File: config.mk
export PLATFORM = sky130hd
export DESIGN_NAME = adc_clock_sync_ctrl
export DESIGN_NICKNAME = d
export VERILOG_FILES = /design/src/rtl/adc_clock_sync_ctrl.sv
export SDC_FILE = /design/constraint.sdc
export NUM_CORES = 1
export LEC_CHECK = 0
export BUFFER_PORTS_ARGS = -buffer_cell sky130_fd_sc_hd__buf_2
export CORE_MARGIN = 5
export CORE_UTILIZATION = 30
export DETAILED_ROUTE_END_ITERATION = 8
export GPL_ROUTABILITY_DRIVEN = 0
export PLACE_DENSITY = 0.5
export SYNTH_ARGS = -nofsm -noshare
export SYNTH_HDL_FRONTEND = slang
export SYNTH_SLANG_ARGS = --single-unit
File: constraint.sdc
create_clock -name dcm_psclk -period 4.9 [get_ports dcm_psclk]
set_input_delay 0.98 -clock dcm_psclk [delete_from_list [all_inputs] [get_ports dcm_psclk]]
set_output_delay 0.98 -clock dcm_psclk [all_outputs]
set_load 0.02 [all_outputs]
File: src/rtl/adc_clock_sync_ctrl.sv
`default_nettype none
// ============================================================================
// Module      : adc_clock_sync_ctrl
// Description : Phase-aligns the sample clocks of NUM_SLAVES slave ADCs to
//               the master ADC clock, one slave at a time. For each slave it
//               fires an ADC reset on a rotating phase tap, waits for the
//               DCMs to lock, requests clock samples and compares them with
//               a programmable good pattern. Retries per slave are bounded.
// Ports       :
//   dcm_psclk           - sole clock; all inputs are synchronous to it
//   ctrl_reset_n        - asynchronous active-low reset
//   resync              - one-cycle pulse, restarts alignment from slave 0
//   dcm_locked          - bit 0 master DCM, bit i+1 slave i DCM
//   sample_valid        - per-phase sample valid for the selected slave
//   sample_data         - per-phase sampled slave clock level
//   slave_sel           - slave currently being aligned (drives ext. muxes)
//   sampler_rst         - holds the external samplers in reset
//   sample_req          - sample request to the samplers
//   adc_reset_start     - one-hot, one-cycle reset trigger on the phase tap
//   adc_reset_block_rst - clears the external adc_reset blocks
//   slave_locked        - sticky per-slave aligned flags
//   retry_count         - failed attempts so far on the current slave
//   sync_done           - all slaves aligned
//   sync_fail           - some slave exhausted its retries
// Revision    : 1.0 - initial release
// ============================================================================
module adc_clock_sync_ctrl #(
    parameter int                    NUM_SLAVES   = 1,
    parameter int                    NUM_PHASES   = 4,
    parameter int                    INIT_DELAY   = 125000000,
    parameter int                    ADC_WAIT     = 2000,
    parameter int                    TIMEOUT      = 1024,
    parameter int                    MAX_RETRIES  = 16,
    parameter logic [NUM_PHASES-1:0] GOOD_PATTERN = 4'b0110,
    parameter logic [NUM_PHASES-1:0] CARE_MASK    = 4'b0110,
    parameter int                    CNT_WIDTH    = 32,
    localparam int                   SEL_W        = (NUM_SLAVES > 1) ? $clog2(NUM_SLAVES) : 1,
    localparam int                   RETRY_W      = $clog2(MAX_RETRIES + 1)
) (
    input  logic                   dcm_psclk,
    input  logic                   ctrl_reset_n,
    input  logic                   resync,
    input  logic [NUM_SLAVES:0]    dcm_locked,
    input  logic [NUM_PHASES-1:0]  sample_valid,
    input  logic [NUM_PHASES-1:0]  sample_data,
    output logic [SEL_W-1:0]       slave_sel,
    output logic                   sampler_rst,
    output logic                   sample_req,
    output logic [NUM_PHASES-1:0]  adc_reset_start,
    output logic                   adc_reset_block_rst,
    output logic [NUM_SLAVES-1:0]  slave_locked,
    output logic [RETRY_W-1:0]     retry_count,
    output logic                   sync_done,
    output logic                   sync_fail
);

    localparam int PH_W = (NUM_PHASES > 1) ? $clog2(NUM_PHASES) : 1;

    localparam logic [3:0] C_ST_INIT      = 4'd0;
    localparam logic [3:0] C_ST_RESET_ADC = 4'd1;
    localparam logic [3:0] C_ST_WAIT_ADC  = 4'd2;
    localparam logic [3:0] C_ST_WAIT_DCM  = 4'd3;
    localparam logic [3:0] C_ST_SAMPLE    = 4'd4;
    localparam logic [3:0] C_ST_DECIDE    = 4'd5;
    localparam logic [3:0] C_ST_RETRY     = 4'd6;
    localparam logic [3:0] C_ST_NEXT      = 4'd7;
    localparam logic [3:0] C_ST_DONE      = 4'd8;
    localparam logic [3:0] C_ST_FAIL      = 4'd9;

    logic [3:0]            r_state;
    logic [3:0]            w_next;
    logic [CNT_WIDTH-1:0]  r_cnt;
    logic [CNT_WIDTH-1:0]  w_cnt_inc;
    logic [PH_W-1:0]       r_phase;
    logic [PH_W-1:0]       w_phase_inc;
    logic [NUM_PHASES-1:0] r_capture;
    logic [NUM_PHASES-1:0] w_phase_onehot;
    logic [NUM_SLAVES-1:0] w_sel_onehot;
    logic [RETRY_W-1:0]    w_retry_inc;
    logic                  w_retry_max;
    logic                  w_resync_ok;
    logic                  w_dcms_locked;
    logic                  w_pattern_ok;
    logic                  w_last_slave;
    logic                  w_all_valid;

    // A dwell of N ends on the cycle the counter would step to N.
    assign w_cnt_inc      = r_cnt + 1'b1;
    assign w_phase_inc    = (r_phase == PH_W'(NUM_PHASES - 1)) ? '0 : r_phase + 1'b1;
    assign w_phase_onehot = {{(NUM_PHASES-1){1'b0}}, 1'b1} << r_phase;
    assign w_sel_onehot   = {{(NUM_SLAVES-1){1'b0}}, 1'b1} << slave_sel;
    assign w_retry_inc    = retry_count + 1'b1;
    assign w_retry_max    = (w_retry_inc == RETRY_W'(MAX_RETRIES));
    assign w_last_slave   = (slave_sel == SEL_W'(NUM_SLAVES - 1));
    assign w_all_valid    = &sample_valid;
    assign w_dcms_locked  = dcm_locked[0] && (|(dcm_locked[NUM_SLAVES:1] & w_sel_onehot));
    assign w_pattern_ok   = (((r_capture ^ GOOD_PATTERN) & CARE_MASK) == '0);

    // The power-up dwell runs regardless, and a reset pulse is never cut short.
    assign w_resync_ok    = resync && (r_state != C_ST_INIT) && (r_state != C_ST_RESET_ADC);

    always_comb begin
        w_next = r_state;
        case (r_state)
            C_ST_INIT: begin
                if (w_cnt_inc >= CNT_WIDTH'(INIT_DELAY)) w_next = C_ST_RESET_ADC;
            end
            C_ST_RESET_ADC: w_next = C_ST_WAIT_ADC;
            C_ST_WAIT_ADC: begin
                if (w_cnt_inc >= CNT_WIDTH'(ADC_WAIT)) w_next = C_ST_WAIT_DCM;
            end
            C_ST_WAIT_DCM: begin
                if (w_dcms_locked)                         w_next = C_ST_SAMPLE;
                else if (w_cnt_inc >= CNT_WIDTH'(TIMEOUT)) w_next = C_ST_RETRY;
            end
            C_ST_SAMPLE: begin
                if (w_all_valid)                           w_next = C_ST_DECIDE;
                else if (w_cnt_inc >= CNT_WIDTH'(TIMEOUT)) w_next = C_ST_RETRY;
            end
            C_ST_DECIDE: w_next = w_pattern_ok ? C_ST_NEXT : C_ST_RETRY;
            C_ST_RETRY:  w_next = w_retry_max ? C_ST_FAIL : C_ST_RESET_ADC;
            C_ST_NEXT:   w_next = w_last_slave ? C_ST_DONE : C_ST_RESET_ADC;
            C_ST_DONE:   w_next = C_ST_DONE;
            C_ST_FAIL:   w_next = C_ST_FAIL;
            default:     w_next = C_ST_INIT;
        endcase
        if (w_resync_ok) w_next = C_ST_RESET_ADC;
    end

    // State, dwell counter and per-slave bookkeeping.
    always_ff @(posedge dcm_psclk or negedge ctrl_reset_n) begin
        if (!ctrl_reset_n) begin
            r_state      <= C_ST_INIT;
            r_cnt        <= '0;
            r_phase      <= '0;
            r_capture    <= '0;
            slave_sel    <= '0;
            retry_count  <= '0;
            slave_locked <= '0;
        end else begin
            r_state <= w_next;
            r_cnt   <= (w_next != r_state) ? '0 : w_cnt_inc;
            if (w_resync_ok) begin
                slave_locked <= '0;
                slave_sel    <= '0;
                r_phase      <= '0;
                retry_count  <= '0;
            end else begin
                case (r_state)
                    C_ST_SAMPLE: begin
                        if (w_all_valid) r_capture <= sample_data;
                    end
                    C_ST_DECIDE: begin
                        if (w_pattern_ok) slave_locked <= slave_locked | w_sel_onehot;
                    end
                    C_ST_RETRY: begin
                        retry_count <= w_retry_inc;
                        r_phase     <= w_phase_inc;
                    end
                    C_ST_NEXT: begin
                        if (!w_last_slave) begin
                            slave_sel   <= slave_sel + 1'b1;
                            r_phase     <= '0;
                            retry_count <= '0;
                        end
                    end
                    default: ;
                endcase
            end
        end
    end

    // Registered decode of the current state. The done/fail flags drop on the
    // same edge that accepts a resync so they never outlive the restart.
    always_ff @(posedge dcm_psclk or negedge ctrl_reset_n) begin
        if (!ctrl_reset_n) begin
            sampler_rst         <= 1'b1;
            sample_req          <= 1'b0;
            adc_reset_start     <= '0;
            adc_reset_block_rst <= 1'b0;
            sync_done           <= 1'b0;
            sync_fail           <= 1'b0;
        end else begin
            sampler_rst         <= w_resync_ok ||
                                   !((r_state == C_ST_SAMPLE) || (r_state == C_ST_DECIDE) ||
                                     (r_state == C_ST_DONE));
            sample_req          <= !w_resync_ok && (r_state == C_ST_SAMPLE);
            adc_reset_start     <= (r_state == C_ST_RESET_ADC) ? w_phase_onehot : '0;
            adc_reset_block_rst <= (r_state == C_ST_DECIDE) || (r_state == C_ST_RETRY);
            sync_done           <= !w_resync_ok && (r_state == C_ST_DONE);
            sync_fail           <= !w_resync_ok && (r_state == C_ST_FAIL);
        end
    end

endmodule
`default_nettype wire

# --- Word level (Yosys, flattened, before mapping) ---
# Cells that the tools add are included.
word_totals:
  regBits: 57
  in_bits: 13
  output_inout_bits: 16
  word_cells: 88
op_classes:
  add_sub_neg: 4
  order_cmp: 3
  eq_ne: 14
  shifts: 2
  muxes: 25
  n_bitwise: 4
  n_reduce_logical: 23
ops:
  columns: ["operator", "n"]
  rows:
  - ["32-bit by 11-bit greater-or-equal comparator with 1-bit output, second input constant", 2]
  - ["4-bit one-hot mux with 10 select lines", 1]
  - ["4-bit two-way mux", 9]
  - ["32-bit by 1-bit adder with 32-bit output, second input constant", 1]
  - ["32-bit by 27-bit greater-or-equal comparator with 1-bit output, second input constant", 1]
  - ["32-bit two-way mux", 1]
  - ["4-bit by 3-bit equality test with 1-bit output, second input constant", 4]
  - ["5-bit two-way mux", 2]
  - ["5-bit one-hot mux with 2 select lines", 1]
  - ["4-bit by 2-bit equality test with 1-bit output, second input constant", 2]
  - ["4-bit equality test, second input constant", 2]
  - ["4-bit logical NOT", 2]
  - ["1-bit two-way mux", 7]
  - ["1-bit logical AND", 6]
  - ["2-bit two-way mux", 3]
  - ["6-bit AND reduction", 1]
  - ["2-bit nonzero test", 3]
  - ["5-bit by 1-bit adder with 5-bit output, second input constant", 1]
  - ["5-bit equality test, second input constant", 1]
  - ["4-bit by 1-bit equality test with 1-bit output, second input constant", 1]
  - ["1-bit logical OR", 4]
  - ["4-bit by 1-bit != test with 1-bit output, second input constant", 1]
  - ["4-bit != test", 1]
  - ["2-bit one-hot mux with 2 select lines", 1]
  - ["15 further kinds", 17]

# --- Depth between registers and ports, before layout ---
# Gate-level depths: netlist (run 1).
logic_depth:
  ltp_word: 8
  depth_mapped: 12
  mapped_depth_nobuf: 10

# --- Least setup slack after synthesis (run 1) ---
# No wires, ideal clock.
synth_path:
  kind: "register to register"
  startpoint: "register r_cnt[0]"
  endpoint: "register r_cnt[10]"
  setup_ns: 0.087
  arrival_ns: 3.022
  t_required_ns: 4.813
  setup_slack_ns: 1.791
  path_stages_with_launch: 12
  period_less_slack_ns: 3.109
  cell_sequence: "dfrtp_1 -> ha_1 -> nand4_2 -> nor4_4 -> nand2_2 -> nor4_1 -> o221ai_2 -> nor4_4 -> a311oi_1 -> a221o_1 -> buf_6 -> a211oi_2"
synth_via:
  elab_chain_cells: 8
synth_rtl:
  columns: ["item", "line_no", "rtl"]
  rows:
  - ["start: declaration", "72", "logic [CNT_WIDTH-1:0] r_cnt;"]
  - ["start signal: assignment", "142", "r_cnt <= (w_next != r_state) ? '0 : w_cnt_inc;"]
  - ["32-bit by 1-bit adder with 32-bit output (*)", "88", "assign w_cnt_inc = r_cnt + 1'b1;"]
  - ["32-bit by 11-bit greater-or-equal comparator with 1-bit output", "114, 118", null]
  - ["4-bit two-way mux", "114, 118", null]
  - ["4-bit two-way mux, on equally long branches", "117, 113", null]
  - ["4-bit one-hot mux with 10 select lines", "104", "case (r_state)"]
  - ["4-bit two-way mux", "127", "if (w_resync_ok) w_next = C_ST_RESET_ADC;"]
  - ["4-bit != test", "142", null]
  - ["32-bit two-way mux (*)", "142", null]
# Every way passes the cells marked *; elsewhere a longest branch is shown, timed or not.
# A chain may end at the register's enable or synchronous reset.

# --- Final worst setup path (run 1) ---
layout_path:
  startpoint: "register r_cnt[0]"
  endpoint: "register r_cnt[31]"
# The elaborated chain is that of the path after synthesis.

==> results of run 1 <==
cell usage in the layout, fill, tap and decap left out, drive strengths merged, types with 7 or more instances in the layout:
master	Yosys	routed
nand2	22	22
nor3	19	19
and2	7	7
ha	8	8
a211oi	33	33
and3	8	8
nor4	9	9
a21oi	15	15
buf	21	29
xnor2	26	26
o21ai	13	13
dfrtp	54	54
nand3	24	24
nor2	35	35
inv	11	13
nand4	13	13
xor2	15	15
synthesized netlist by cell type (all sizes together), types with 2 or more instances:
library cell / n / area share
dfrtp: 54 / 0.35
nor2: 35 / 0.034
a211oi: 33 / 0.10
xnor2: 26 / 0.058
nand3: 24 / 0.032
nand2: 22 / 0.022
buf: 21 / 0.037
nor3: 19 / 0.027
a21oi: 15 / 0.019
xor2: 15 / 0.034
nand4: 13 / 0.030
o21ai: 13 / 0.017
clkbuf: 11 / 0.011
inv: 11 / 0.011
nor4: 9 / 0.024
and3: 8 / 0.013
ha: 8 / 0.026
and2: 7 / 0.011
a31oi: 6 / 0.0096
and4: 5 / 0.011
or2: 5 / 0.0080
mux2i: 4 / 0.010
nand2b: 3 / 0.0048
o31ai: 3 / 0.0058
or3: 3 / 0.0048
a21boi: 2 / 0.0038
a21o: 2 / 0.0038
a311oi: 2 / 0.0045
a32oi: 2 / 0.0045
a41oi: 2 / 0.0045
mux2: 2 / 0.0058
nor3b: 2 / 0.0051
o221ai: 2 / 0.0061
o22ai: 2 / 0.0032
o32ai: 2 / 0.0045
area by class of cell:
type                       instances  area [um2]
inverter                          11        41.3
multi-input combinational        315        2310
clock inverter                     2        17.5
fill                            1382        8470
sequential                        55        1380
timing repair buffer              29         155
clock buffer                       6         139
tap                              172         215
layer usage:
metal / vias to the layer above / global-route usage / routed length, um
li1: 1524 / - / -
met4: 0 / 0.0303 / 92
met2: 64 / 0.189 / 4140
met3: 7 / 0.0214 / 363
met1: 1515 / 0.166 / 4360
met5: - / 0 / 0
kinds of logic after synthesis:
group	after synthesis
other	1
adders and majority gates	8
muxes	6
and+or+nand+nor	160
AOI/OAI and AO/OA	99
xor gates and xnor gates	41
buffers and inverters	43
DFF	55
sequential cells by signal, summed over array words and instances (netlist names), 2 cells and up:
signal,cells
r_cnt,32
retry_count,5
adc_reset_start,4
r_state,4
r_capture,2
r_phase,2
per-stage QoR:
step	cells	hold slack, ns	worst slack, ns	instance area (um2)
floorplan	413	0.479	1.79	3920
global placement	582	0.481	0.922	4100
detailed placement	582	0.482	0.895	4100
CTS	590	0.507	0.875	4250
global route	590	0.523	0.596	4250
finish	590	0.503	0.870	4250
worst min path at each step:
stage,end,slack [ns]
final,slave_locked,0.50
after global routing,slave_locked,0.52
after CTS,slave_locked,0.51
after detailed placement,slave_locked,0.48
after global placement,slave_locked,0.48
after floorplan,r_capture[2],0.48
power breakdown:
part | total [W] | switching (W) | internal (W)
Combinational | 0.000357 | 0.000271 | 0.0000859
Clock | 0.000381 | 0.000173 | 0.000208
Sequential | 0.000537 | 0.0000564 | 0.000480
worst max-delay path: stages (launching register included):
cell and delay (ns):
sky130_fd_sc_hd__dfrtp_1 0.45, sky130_fd_sc_hd__ha_1 0.32, sky130_fd_sc_hd__nand4_2 0.19, sky130_fd_sc_hd__nor4_4 0.67
sky130_fd_sc_hd__nand2_2 0.20, sky130_fd_sc_hd__nor4_1 0.28, sky130_fd_sc_hd__o221ai_2 0.16, sky130_fd_sc_hd__nor4_4 0.32
sky130_fd_sc_hd__a311oi_1 0.19, sky130_fd_sc_hd__a221o_2 0.77, sky130_fd_sc_hd__a211oi_1 0.34
==> results by group, run 1 <==
Clock tree
  – Buffers from clock root to sink, at most: 2
  – Number of setup buffers added after CTS: 0
  – CTS tree: done
  – Maximum level of the CTS H-tree: 2
  – Clock latency at the later pin of the worst-skew pair: 0.30 ns
  – CTS root buf: sky130_fd_sc_hd__clkbuf_16
  – Hold buffer count at cts: 0
  – Num CTS Buffers: 5
  – Clock slew at reported path FFs: 0.07 ns
  – Clock sinks: 55
  – Post-CTS resize count: 0

Timing
  – Final Max Slew Viols: 0
  – Final Hold Viols: 0
  – Unrepaired setup endpoints after global routing: no
  – Post-route fraction of the period consumed by the critical path: 0.822
  – Worst slew slack as a fraction of its limit: 0.339
  – Maximum clock frequency: around 250 MHz
  – Minimum clock period after layout: slightly above 4 ns
  – Setup clock skew after layout: ~0.0072 ns
  – Transition time at the pin with the least slew margin: 0.992 ns
  – Number of setup violations in the final report: 0
  – Final setup TNS: 0 ns

Route
  – DRC violations left: 0
  – First-pass iteration count of the detailed router: 5
  – Vias post-DR: around 3100
  – Aggregate routed wire length: approximately 9000 um
  – Wirelength per Cell: 15.2 um
  – ANT nets after route: 0
  – Starting DRT DRC Count: 171
  – Vias per Instance: about 5.3

Worst setup path
  – Crit Path Class: register to register
  – Data arrival at the endpoint of the critical path: 4.23 ns
  – Reg-to-Reg Start: r_cnt[0]
  – Category of the worst setup path capture point: register
  – Maximum fanout encountered on the critical timing path: 32
  – End of the worst register-to-register path: r_cnt[31]
  – Origin of the worst setup path: r_cnt[0]
  – Critical path required time: 5.10 ns
  – Reg2reg setup slack: 0.87 ns
  – Crit path launch type: register
  – Reg2Reg Depth: 10
  – End of the critical path: r_cnt[31]

Worst hold path
  – Worst min path class: register to register
  – Hold path start: slave_locked
  – Number of cells traversed by the worst hold path: 1

Die
  – Number of top-level pins: 29
  – Core box area: ~0.013 mm2
  – Die Y-Extent: 124 um
  – Die Width: between 100 and 150 um
  – Cell row count: 41
  – DIE AREA: 0.0154 mm2
  – Initial cell density of the core: 0.308

Logic synthesis
  – Largest family of logic cells by synthesized area: simple AND/OR/NAND/NOR gates
  – Total number of yosys warnings: 0
  – Most used flip-flop cell after synthesis: sky130_fd_sc_hd__dfrtp_1
  – Post-synthesis cell area: 0.00392 mm2
  – Register bit total from synthesis: 55
  – Netlist cell types: 69
  – Proportion of synthesized flip-flops having asynchronous set or reset: 1.00
  – EDFF count, synth: 0
  – Area fraction in compound gates after synthesis: 0.219
  – Synthesized-area fraction occupied by adder cells: 0.0256
  – Avg Cell Area, Syn: between 9 and 10 um2
  – Mux contribution to synthesized area: 0.0160
  – Syn_nets: about 430
  – Post-synthesis sequential area ratio: 0.352
  – Post-Synthesis Cells: roughly 410
  – XOR/XNOR Fraction of Synth Area: 0.0917
  – Simple-gate share of the synthesized area: 0.236

Run
  – Max-cap viol count: 0

GRT
  – Antenna violations before repair: 0
  – GR Util All Layers: 0.119
  – Vias in the first global route: slightly above 3000
  – Overall overflow remaining after global route: 0
  – Maximum number of pins on one net before global-route repair: 56
  – First-pass GRT wire length: approximately 16000 um

Place
  – Port Buffers: 25
  – HPWL after detailed placement: ~6200 um

Cells and area
  – Antenna diode instance count: 0
  – Post-layout nets: 438
  – Area growth from synthesis to layout: 8.63%
  – Fraction of the core area covered by cells at the end of the flow: 0.334
  – Fraction of final layout cells sized beyond drive strength 1: 0.213

Power and ir drop
  – Leakage power total: about 1.6 nW
  – P per Cell Area: between 200 and 300 mW/mm2
  – Largest vdd supply drop: 138 uV
  – Final Power: 0.00127 W

Outcome
  – Result of the run: finished, final reports clean
No activity file was read; power rests on OpenSTA's default activity.
==> run 2: changes to the inputs <==
PLACE_DENSITY = 0.51   (was 0.5)
clock period = 3.7 ns   (was 4.9 ns; I/O delays follow)
==> run 2 against run 1 <==
Hold slack about the same. Setup slack got worse by 0.62 ns. Final cell count increased by 2.5%. Via count increased by 0.23%. Maximum frequency increased by 17%. Register-to-register slack got worse by 0.62 ns. Design area increased by 3.5%. Utilization increased by 1.2 points. Wire length increased by 2.0%. Die area unchanged. Largest cell class unchanged.
==> results by group, run 2 (synthesized netlist as in run 1, its figures left out) <==
Die
  – Die Width: 124 um
  – Initial cell density of the core: 0.308
  – Cell row count: between 40 and 50
  – Number of top-level pins: 29
  – DIE AREA: between 0.015 and 0.02 mm2
  – Core box area: around 0.013 mm2
  – Die Y-Extent: 124 um

Timing
  – Final Max Slew Viols: 0
  – Final Hold Viols: 0
  – Number of setup violations in the final report: 0
  – Fin Hold WS: 0.503 ns
  – Setup clock skew after layout: between 0.006 and 0.007 ns
  – Worst slew slack as a fraction of its limit: 0.371
  – Final setup TNS: 0 ns
  – Post-route fraction of the period consumed by the critical path: 0.932
  – Transition time at the pin with the least slew margin: approximately 0.94 ns
  – Minimum clock period after layout: between 3 and 4 ns
  – Unrepaired setup endpoints after global routing: no
  – Maximum clock frequency: between 200 and 300 MHz

Worst setup path
  – Data arrival at the endpoint of the critical path: 3.66 ns
  – Buffers plus inverters on the worst setup path: 1
  – CP Cell Sequence: ha_1, and4_1, nand4_4, o21a_1, nor3b_2, nand4b_1, nor4_4, a311oi_1, a221o_2, buf_12, a211oi_1
  – Crit path launch type: register
  – Maximum fanout encountered on the critical timing path: 32
  – CP max-delay cell: sky130_fd_sc_hd__dfrtp_1
  – Crit Path Class: register to register
  – Largest delay share family, worst path: simple AND/OR/NAND/NOR gates
  – Critical path required time: between 3 and 4 ns
  – Largest stage delay on the critical path: about 0.46 ns
  – Category of the worst setup path capture point: register

Outcome
  – Result of the run: finished, final reports clean

Route
  – Vias per Instance: 5.15
  – Vias post-DR: about 3100
  – Aggregate routed wire length: 9140 um
  – Starting DRT DRC Count: about 200
  – Wirelength per Cell: 15.1 um
  – ANT nets after route: 0
  – DRC violations left: 0
  – First-pass iteration count of the detailed router: 5

Clock tree
  – CTS tree: done
  – CTS root buf: sky130_fd_sc_hd__clkbuf_16
  – Clock slew at reported path FFs: about 0.070 ns
  – Maximum level of the CTS H-tree: 2
  – Clock sinks: 55
  – Num CTS Buffers: 5
  – Clock latency at the later pin of the worst-skew pair: 0.30 ns
  – Buffers from clock root to sink, at most: 2
  – Hold buffer count at cts: 0

Power and ir drop
  – Largest vdd supply drop: 213 uV
  – P per Cell Area: roughly 400 mW/mm2
  – Leakage power total: between 1.5 and 2 nW
  – Final Power: approximately 0.0017 W

GRT
  – Vias in the first global route: ~3100
  – Overall overflow remaining after global route: 0
  – First-pass GRT wire length: about 16000 um
  – GR Util All Layers: 0.118
  – Maximum number of pins on one net before global-route repair: 41
  – Antenna violations before repair: 0

Cells and area
  – Antenna diode instance count: 0
  – Register with the most flip-flops: r_cnt
  – Most common library cell in the layout ignoring fill and taps: sky130_fd_sc_hd__dfrtp_1
  – Commonest non-fill, non-tap cells in the layout: sky130_fd_sc_hd__dfrtp_1 (54), sky130_fd_sc_hd__nor2_1 (35), sky130_fd_sc_hd__a211oi_2 (30)
  – Largest regs: r_cnt x32, retry_count x5
  – Flip-flop count of the largest register after layout: 32
  – Fraction of final layout cells sized beyond drive strength 1: 0.245
  – Fraction of the core area covered by cells at the end of the flow: 0.346
  – Post-layout nets: about 450
  – Area growth from synthesis to layout: 12.4%

Worst hold path
  – Worst min path class: register to register

Run
  – Max-cap viol count: 0

Place
  – HPWL after detailed placement: approximately 6500 um
  – Port Buffers: 25
==> run 2: cell types whose count changed in the layout (fill, tap and decap cells not counted) <==
cell / previous run / this run
sky130_fd_sc_hd__buf_4: 4 / 17
sky130_fd_sc_hd__buf_12: 0 / 2
sky130_fd_sc_hd__nor3_1: 17 / 16
sky130_fd_sc_hd__nor3_2: 2 / 3
sky130_fd_sc_hd__nor4_1: 6 / 5
sky130_fd_sc_hd__nor4_2: 1 / 2
==> run 2: cell type report <==
type,instances,area [um2]
flip-flops and latches,55,1380
clock inverters,2,17.5
repair buffers,44,293
fillers,1363,8320
clock buffers,6,139
inverters,11,41.3
well taps,172,215
multi-input cells,315,2320
==> run 2: final timing paths <==
| check | cells past startpoint | slack (ns) | endpoint | start |
|---|---|---|---|---|
| min in group asynchronous | 1 | 0.59 | r_cnt[30] | ctrl_reset_n |
| worst max-delay path | 11 | 0.25 | r_cnt[0] | r_cnt[0] |
| worst min register to register | 1 | 0.50 | slave_locked | slave_locked |
| worst max register to register | 11 | 0.25 | r_cnt[0] | r_cnt[0] |
| worst min-delay path | 1 | 0.50 | slave_locked | slave_locked |
| max in group asynchronous | 2 | 2.35 | retry_count[3] | ctrl_reset_n |
==> run 2: metal layers <==
layer	up-vias	part of all wire	track usage
li1	1557	-	-
met1	1512	0.50	0.165
met2	44	0.47	0.193
met3	4	0.030	0.0219
met4	0	0.0055	0.0200
met5	-	0	0
==> run 2: power breakdown <==
part	internal, W	total, W	switching [W]
Sequential	0.000636	0.000709	0.0000736
Clock	0.000275	0.000502	0.000227
Combinational	0.000150	0.000514	0.000364
==> run 2: what timing repair did <==
item | 4_1_cts | 5_1_grt
gates resized for setup | 0 | 2
buffers inserted | 0 | 2
endpoints found under the setup margin | 0 | 32
==> run 2: per-stage QoR <==
stage | instance area, um2 | setup slack [ns] | cells
after floorplan | 3920 | 0.591 | 413
after CTS | 4380 | 0.145 | 603
after global routing | 4400 | 0.0172 | 605
after global placement | 4220 | 0.180 | 595
final | 4400 | 0.251 | 605
after detailed placement | 4220 | 0.175 | 595
==> run 2: worst register-to-register path, cell delays in order (launching register included) <==
cell and delay (ns):
sky130_fd_sc_hd__dfrtp_1 0.46, sky130_fd_sc_hd__ha_1 0.32, sky130_fd_sc_hd__and4_1 0.32, sky130_fd_sc_hd__nand4_4 0.14, sky130_fd_sc_hd__o21a_1 0.24, sky130_fd_sc_hd__nor3b_2 0.21
sky130_fd_sc_hd__nand4b_1 0.18, sky130_fd_sc_hd__nor4_4 0.42, sky130_fd_sc_hd__a311oi_1 0.19, sky130_fd_sc_hd__a221o_2 0.44, sky130_fd_sc_hd__buf_12 0.19, sky130_fd_sc_hd__a211oi_1 0.25
==> run 3: changes to the inputs <==
CTS_BUF_LIST = sky130_fd_sc_hd__clkbuf_16   (was unset)
==> run 3 against run 2 <==
Register-to-register slack about the same. Global-route usage is the same. Final cell count unchanged. Via count about the same. Die area is the same. Combinational power barely moved. Critical path depth did not move. Flip-flop and latch count is the same. Sequential power about the same. Hold slack about the same. Highest routed layer unchanged.
==> results by group, run 3 (synthesized netlist as in run 1, its figures left out) <==
Worst setup path
  – Reg-to-Reg Start: r_cnt[0]
  – Category of the worst setup path capture point: register
  – Critical path required time: between 3 and 4 ns
  – End of the worst register-to-register path: r_cnt[0]
  – Data arrival at the endpoint of the critical path: about 3.7 ns
  – Maximum fanout encountered on the critical timing path: 32
  – Reg2Reg Depth: 11
  – Reg2reg setup slack: around 0.25 ns
  – Crit path launch type: register
  – Crit Path Class: register to register

Timing
  – Final Max Slew Viols: 0
  – Number of setup violations in the final report: 0
  – Final setup TNS: 0 ns
  – Worst slew slack as a fraction of its limit: 0.371
  – Post-route fraction of the period consumed by the critical path: 0.933
  – Final worst-path setup slack: 0.248 ns
  – Unrepaired setup endpoints after global routing: no
  – Setup clock skew after layout: 0.00628 ns
  – Transition time at the pin with the least slew margin: ~0.94 ns
  – Final Hold Viols: 0
  – Maximum clock frequency: 290 MHz
  – Minimum clock period after layout: ~3.5 ns

Cells and area
  – Final standard cell area without fillers: about 0.0044 mm2
  – Antenna diode instance count: 0
  – Fraction of final layout cells sized beyond drive strength 1: 0.242
  – Area growth from synthesis to layout: 12.2%
  – Filler Cells Inserted: approximately 1400
  – Post-layout nets: roughly 450
  – Largest regs: r_cnt x32, retry_count x5
  – Commonest non-fill, non-tap cells in the layout: sky130_fd_sc_hd__dfrtp_1 (54), sky130_fd_sc_hd__nor2_1 (35), sky130_fd_sc_hd__a211oi_2 (30)
  – Register with the most flip-flops: r_cnt
  – Most common library cell in the layout ignoring fill and taps: sky130_fd_sc_hd__dfrtp_1
  – Flip-flop count of the largest register after layout: 32

Clock tree
  – Clock slew at reported path FFs: approximately 0.070 ns
  – CTS tree: done
  – CTS root buf: sky130_fd_sc_hd__clkbuf_16
  – Maximum level of the CTS H-tree: 2
  – Buffers from clock root to sink, at most: 2
  – Num CTS Buffers: 5
  – Clock sinks: 55
  – Clock latency at the later pin of the worst-skew pair: roughly 0.3 ns

GRT
  – First-pass GRT wire length: about 16000 um
  – Antenna violations before repair: 0
  – Maximum number of pins on one net before global-route repair: 41
  – GR Util All Layers: 0.118
  – Overall overflow remaining after global route: 0
  – Vias in the first global route: ~3100

Place
  – Area post-placement: between 0.004 and 0.005 mm2
  – Port Buffers: 25
  – HPWL after detailed placement: ~6500 um
  – Worst Setup Slack post-DPL: about 0.18 ns

Route
  – ANT nets after route: 0
  – Starting DRT DRC Count: 195
  – Vias per Instance: approximately 5.2
  – Wirelength per Cell: roughly 15 um
  – Aggregate routed wire length: 9140 um
  – First-pass iteration count of the detailed router: 5
  – Vias post-DR: just over 3000
  – DRC violations left: 0

Die
  – Die Width: 124 um
  – Number of top-level pins: 29
  – Initial cell density of the core: 0.308
  – Cell row count: around 40
  – Core box area: approximately 0.013 mm2
  – DIE AREA: 0.0154 mm2
  – Die Y-Extent: about 120 um

Outcome
  – Result of the run: finished, final reports clean

Worst hold path
  – Worst min path class: register to register
  – Hold Path End: slave_locked
  – Hold path start: slave_locked
  – Number of cells traversed by the worst hold path: 1

Power and ir drop
  – P per Cell Area: between 300 and 400 mW/mm2
  – Largest vdd supply drop: 213 uV
  – Leakage power total: approximately 1.7 nW
  – Final Power: approximately 0.0017 W

Run
  – Max-cap viol count: 0
## run 3: cell types whose count changed in the layout (fill, tap and decap cells not counted)
cell	previous run	this run
sky130_fd_sc_hd__clkbuf_8	1	0
sky130_fd_sc_hd__clkinv_1	0	1
## run 3: final cells by class
| type | instances | area [um2] | share of cell area |
|---|---|---|---|
| inverter | 11 | 41.3 | 0.00940 |
| tap | 172 | 215 | 0.0490 |
| sequential | 55 | 1380 | 0.314 |
| timing repair buffer | 44 | 293 | 0.0667 |
| clock inverter | 3 | 21.3 | 0.00484 |
| multi-input combinational | 315 | 2320 | 0.528 |
| clock buffer | 5 | 125 | 0.0285 |
## run 3: repair_timing
action                                  CTS  global route
setup buffers                             0             2
endpoints found under the setup margin    0            32
resized for setup                         0             2
hold buffers                              0             0
## run 3: power breakdown
group          total (W)  internal, W  switching, W
Combinational   0.000515     0.000150      0.000364
Sequential      0.000709     0.000636     0.0000736
Clock           0.000480     0.000254      0.000226
## run 3: per-stage QoR
| stage | utilization | hold slack (ns) | instances |
|---|---|---|---|
| 6_report | 0.345 | 0.503 | 605 |
| 5_1_grt | 0.345 | 0.533 | 605 |
| 4_1_cts | 0.343 | 0.506 | 603 |
| 3_5_place_dp | 0.332 | 0.478 | 595 |
| 3_3_place_gp | 0.332 | 0.480 | 595 |
| 2_1_floorplan | - | 0.444 | 413 |
## run 3: how the worst max path moves through the flow
stage           endpoint  cells after the start  startpoint
2_1_floorplan  r_cnt[22]                     11    r_cnt[0]
3_3_place_gp   r_cnt[31]                     11    r_cnt[0]
3_5_place_dp   r_cnt[31]                     11    r_cnt[0]
4_1_cts        r_cnt[31]                     11    r_cnt[0]
5_1_grt        r_cnt[31]                     12    r_cnt[0]
6_report        r_cnt[0]                     11    r_cnt[0]
## run 3: routing by layer
layer | wire length (um) | GRT usage | vias to the layer above
li1 | - | - | 1557
met1 | 4550 | 0.165 | 1514
met2 | 4280 | 0.193 | 41
met3 | 255 | 0.0219 | 4
met4 | 50 | 0.0200 | 0
met5 | 0 | 0 | -
## run 3: critical path, cell delays in order, from the launching register on
cell                       delay [ns]
sky130_fd_sc_hd__dfrtp_1         0.46
sky130_fd_sc_hd__ha_1            0.32
sky130_fd_sc_hd__and4_1          0.32
sky130_fd_sc_hd__nand4_4         0.14
sky130_fd_sc_hd__o21a_1          0.24
sky130_fd_sc_hd__nor3b_2         0.21
sky130_fd_sc_hd__nand4b_1        0.18
sky130_fd_sc_hd__nor4_4          0.42
sky130_fd_sc_hd__a311oi_1        0.19
sky130_fd_sc_hd__a221o_2         0.44
sky130_fd_sc_hd__buf_12          0.19
sky130_fd_sc_hd__a211oi_1        0.22
